[src/rtl/seq_sub_32.sv]
// Multi-cycle subtractor: D = A - B - Bin, CHUNK bits per cycle with a registered borrow.
// Valid/ready on both sides; one operation in flight at a time.
module seq_sub_32 #(
  parameter int WIDTH = 32,
  parameter int CHUNK = 8
) (
  input  logic             clk,
  input  logic             rst,
  input  logic             in_valid,
  output logic             in_ready,
  input  logic [WIDTH-1:0] a,
  input  logic [WIDTH-1:0] b,
  input  logic             bin,
  output logic             out_valid,
  input  logic             out_ready,
  output logic [WIDTH-1:0] d,
  output logic             bout,
  output logic             ovf,
  output logic             zero,
  output logic [1:0]       dbg_state
);

  // Handshake: a transfer happens on a rising edge where valid && ready are both 1.
  // in_ready is high only in IDLE and out_valid only in DONE, so they are never both 1.

  localparam int N  = WIDTH / CHUNK;
  localparam int CW = (N > 1) ? $clog2(N) : 1;

  typedef enum logic [1:0] {
    IDLE = 2'd0,
    CALC = 2'd1,
    DONE = 2'd2
  } state_t;

  state_t           r_state;
  logic [WIDTH-1:0] r_a;
  logic [WIDTH-1:0] r_b;
  logic             r_borrow;
  logic [CW-1:0]    r_cnt;
  logic [WIDTH-1:0] r_d;
  logic             r_bout;
  logic             r_ovf;
  logic             r_zero;
  logic             r_in_ready;
  logic             r_out_valid;

  logic [CHUNK-1:0] w_a_chunk;
  logic [CHUNK-1:0] w_b_chunk;
  logic [CHUNK:0]   w_diff;
  logic [WIDTH-1:0] w_d_next;
  logic             w_last;

  // Extra top bit of w_diff goes to 1 exactly when the chunk result is negative.
  always_comb begin
    w_a_chunk = '0;
    w_b_chunk = '0;
    for (int k = 0; k < N; k++) begin
      if (int'(r_cnt) == k) begin
        w_a_chunk = r_a[k*CHUNK +: CHUNK];
        w_b_chunk = r_b[k*CHUNK +: CHUNK];
      end
    end
    w_diff   = {1'b0, w_a_chunk} - {1'b0, w_b_chunk} - {{CHUNK{1'b0}}, r_borrow};
    w_d_next = r_d;
    for (int k = 0; k < N; k++) begin
      if (int'(r_cnt) == k) begin
        w_d_next[k*CHUNK +: CHUNK] = w_diff[CHUNK-1:0];
      end
    end
    w_last = (int'(r_cnt) == N - 1);
  end

  always_ff @(posedge clk) begin
    if (rst) begin
      r_state     <= IDLE;
      r_a         <= '0;
      r_b         <= '0;
      r_borrow    <= 1'b0;
      r_cnt       <= '0;
      r_d         <= '0;
      r_bout      <= 1'b0;
      r_ovf       <= 1'b0;
      r_zero      <= 1'b0;
      r_in_ready  <= 1'b1;
      r_out_valid <= 1'b0;
    end else begin
      case (r_state)
        IDLE: begin
          if (in_valid && r_in_ready) begin
            r_a        <= a;
            r_b        <= b;
            r_borrow   <= bin;
            r_cnt      <= '0;
            r_in_ready <= 1'b0;
            r_state    <= CALC;
          end
        end
        CALC: begin
          r_d      <= w_d_next;
          r_borrow <= w_diff[CHUNK];
          r_cnt    <= r_cnt + 1'b1;
          if (w_last) begin
            // Flags use the completed result, which is only whole on the last chunk.
            r_bout      <= w_diff[CHUNK];
            r_ovf       <= (r_a[WIDTH-1] != r_b[WIDTH-1]) && (w_d_next[WIDTH-1] != r_a[WIDTH-1]);
            r_zero      <= (w_d_next == '0);
            r_out_valid <= 1'b1;
            r_state     <= DONE;
          end
        end
        DONE: begin
          if (r_out_valid && out_ready) begin
            r_out_valid <= 1'b0;
            r_in_ready  <= 1'b1;
            r_state     <= IDLE;
          end
        end
        default: begin
          r_state     <= IDLE;
          r_in_ready  <= 1'b1;
          r_out_valid <= 1'b0;
        end
      endcase
    end
  end

  assign in_ready  = r_in_ready;
  assign out_valid = r_out_valid;
  assign d         = r_d;
  assign bout      = r_bout;
  assign ovf       = r_ovf;
  assign zero      = r_zero;
  assign dbg_state = r_state;

endmodule

[config.mk]
export PLATFORM = sky130hd
export DESIGN_NAME = seq_sub_32
export DESIGN_NICKNAME = d
export VERILOG_FILES = /design/src/rtl/seq_sub_32.sv
export SDC_FILE = /design/constraint.sdc
export NUM_CORES = 1
export LEC_CHECK = 0
export CAP_MARGIN = 15
export CORE_ASPECT_RATIO = 0.9
export CORE_MARGIN = 10
export CORE_UTILIZATION = 46
export DETAILED_ROUTE_END_ITERATION = 8
export PLACE_DENSITY = 0.78
export SLEW_MARGIN = 0
export SYNTH_ARGS = -nofsm -noshare
export SYNTH_HDL_FRONTEND = slang
export SYNTH_SLANG_ARGS = --single-unit
[constraint.sdc]
create_clock -name clk -period 3.6 [get_ports clk]
set_input_delay 0.54 -clock clk [delete_from_list [all_inputs] [get_ports clk]]
set_output_delay 0.54 -clock clk [all_outputs]
set_load 0.005 [all_outputs]
==> impl_metrics.toml <==
[power]
finalPower_mw = 3.207
ir_drop_mv = 0.2695
power.leakage_nw = 2.506
p_per_area_nw_per_um2 = 473.6

[synth]
synth_ff_type = "dfxtp_1"
async_flop_share = 0
avgSynthCellArea_sq_um = 7.204
yosysSeqAreaShare = 0.4220
postSynthCellCount = 698
yosys_warnings = 0
synth_cell_types = 50
synth-edff-count = 0
syn_area_sq_um = 5029
syn-num-nets = 785
synth_seq_cells = 106

[timing]
slew_violations = 0
tns_ps = 0
fin_crit_sh = 0.9733
timing.fmax_mhz = 285.4
finalHoldViolations = 0
setup_violations = 0
rsz0062_at_grt = "yes"
min_period_ps = 3504
fin_skew_ps = 11.03
worst_pin_slew_ps = 1047
slew_headroom = 0.3021

[clocking]
cts_tree = "built"
path_clk_slew_ps = 80
cts-buffers-inserted = 9
ctsHoldBuffers = 0
cts_buffer_depth = 2
clock-sinks = 106
clock_latency_ps = 350
htreeDepth = 3
cts-root-buf = "clkbuf_16"

[place]
gp_congestion = 0.8777
post-dp-hpwl_um = 10800
port_buffers = 107
placed_area_sq_um = 6296

[critical_path]
worstSetupEndpointType = "flip-flop"
worstSetupStartpointType = "flip-flop"
crit_fanout = 19
crit_required_ps = 3870
crit_arrival_ps = 3770
critical_path_class = "reg -> reg"

[floorplanning]
coreArea_sq_um = 10770
die_width_um = 130.2
io_pins = 108
dieArea_sq_um = 15520
fp.dieH_um = 119.2
initial_core_util = 0.4671
rows = 36

[drt]
post-route-drc-count = 0
dr_wl_met3_um = 956
final_antenna_net_count = 0
postRouteWirelength_um = 14650
drt-initial-drc-count = 342
via_per_inst = 5.431
routedWlPerCell_um = 15.67
met1_length_um = 6302
first_pass_iters = 5
dr_wl_met2_um = 7176
vias = 5078
top_layer = "met4"

[grt]
grt_start_max_net_pins = 108
overflow = 0
grt_pass1_wl_um = 23740
antenna_found_initial = 0
first_global_vias = 4899
track_usage = 0.1822

[run_status]
status = "finished, final reports clean"

[final_layout]
layout-drive-gt1-share = 0.09227
nNetsFinal = 884
fin_area_sq_um = 6771
antenna_cells = 0
area_growth_pct = 34.66

[flow_run]
cap_viol_max_count = 0

[min_path]
hp-class = "reg -> reg"
## synth_stat cells (4+ instances only)
master / instances / area [sq um]
nor3_1: 9 / 45.04
ha_1: 16 / 200.2
nor4_1: 4 / 25.02
nor2b_1: 4 / 25.02
xnor2_1: 4 / 35.03
nor2_1: 83 / 311.6
o21a_1: 4 / 30.03
clkbuf_1: 36 / 135.1
a211oi_1: 16 / 120.1
a21oi_1: 128 / 640.6
inv_1: 21 / 78.83
buf_1: 7 / 26.28
nand3_1: 4 / 20.02
o21ai_0: 9 / 45.04
nand2_1: 191 / 716.9
dfxtp_1: 106 / 2122
## sequential cells by signal, indices dropped and copies added (netlist names), 2 cells and up
| signal | flops |
|---|---|
| r_b | 32 |
| d | 32 |
| r_a | 32 |
| dbg_state | 2 |
| r_cnt | 2 |
## where the power goes
group	switching, mW	internal [mW]	total (mW)
clock	0.456	0.495	0.951
sequential	0.0512	1.24	1.29
combinational	0.526	0.438	0.964
## worst max-delay path: stages, from the launching register on
cell and delay [ps]:
dfxtp_4 390, buf_4 120, ha_1 280, buf_4 290
nor2_1 90, a21oi_2 130, fa_2 210, inv_2 50
fa_1 400, buf_4 170, xnor2_4 170, o211ai_1 100
or3_1 380, a2111oi_2 290, o2111ai_1 180, o31ai_2 190
## metrics by stage
step | utilization | hold WS (ps) | setup slack, ps | std cells
global placement | 0.5848 | 443.8 | 9.770 | 915
detailed placement | 0.5848 | 449.7 | -96.46 | 915
global route | 0.6290 | 476.8 | -88.35 | 935
finish | 0.6290 | 457.1 | 96.20 | 935
floorplan | - | 436.4 | 9.266 | 698
CTS | 0.6151 | 460.6 | 36.11 | 931
## routing by layer
| metal | vias up | global-route usage |
|---|---|---|
| li1 | 2522 | - |
| met2 | 144 | 0.3037 |
| met4 | 0 | 0.04635 |
| met1 | 2390 | 0.2245 |
| met5 | - | 0 |
| met3 | 22 | 0.05277 |
## area by class of cell
class | instances | area [sq um]
clock inverters | 6 | 47.55
fillers | 930 | 3994
well taps | 133 | 166.4
multi-input cells | 523 | 2790
flip-flops and latches | 106 | 2130
clock buffers | 10 | 239.0
inverters | 22 | 87.58
repair buffers | 135 | 1311
## cell families after synthesis
logic type | synth area share
muxes | 0.003981
xor gates and xnor gates | 0.01045
buffers and inverters | 0.05374
adders and majority gates | 0.04777
and+or+nand+nor | 0.2523
AOI/OAI and AO/OA | 0.2098
DFF | 0.4220
## cells in the final DEF, fill, tap and decap left out, types with 2 or more instances in the layout
cell	count
inv_1	17
clkinv_4	2
nand3b_1	3
clkdlybuf4s50_1	106
xnor2_1	2
a311oi_1	3
nor2_1	83
buf_4	25
o31ai_1	2
clkbuf_16	9
dfxtp_1	104
nor3_1	9
a21oi_2	3
nor3b_1	2
inv_4	2
ha_4	6
ha_1	9
a21oi_1	125
o21ai_1	3
nor2b_1	3
o22ai_1	3
nand3_1	4
and2_1	2
inv_2	3
buf_6	2
mux2i_1	2
inv_6	2
dfxtp_4	2
xor2_1	2
a211oi_1	16
o21a_1	4
nor4_1	3
o2111ai_1	3
nand2b_1	3
o21ai_0	8
nand2_1	190
buf_12	2
## repair_timing
| item | CTS | global route |
|---|---|---|
| buffers inserted | 0 | 4 |
| setup endpoints to repair | 11 | 18 |
| cloned | 0 | 0 |
| pin swaps | 0 | 15 |
| gates resized for setup | 8 | 28 |
## path summary, 6_finish.rpt
| check | from | end | slack, ps | cells past startpoint |
|---|---|---|---|---|
| max reg2reg | r_cnt[0] | zero | 100 | 15 |
| min | r_a[6] | r_a[6] | 460 | 2 |
| min reg2reg | r_a[6] | r_a[6] | 460 | 2 |
| max | r_cnt[0] | zero | 100 | 15 |
Note: power is estimated with default switching activity, not from simulation.
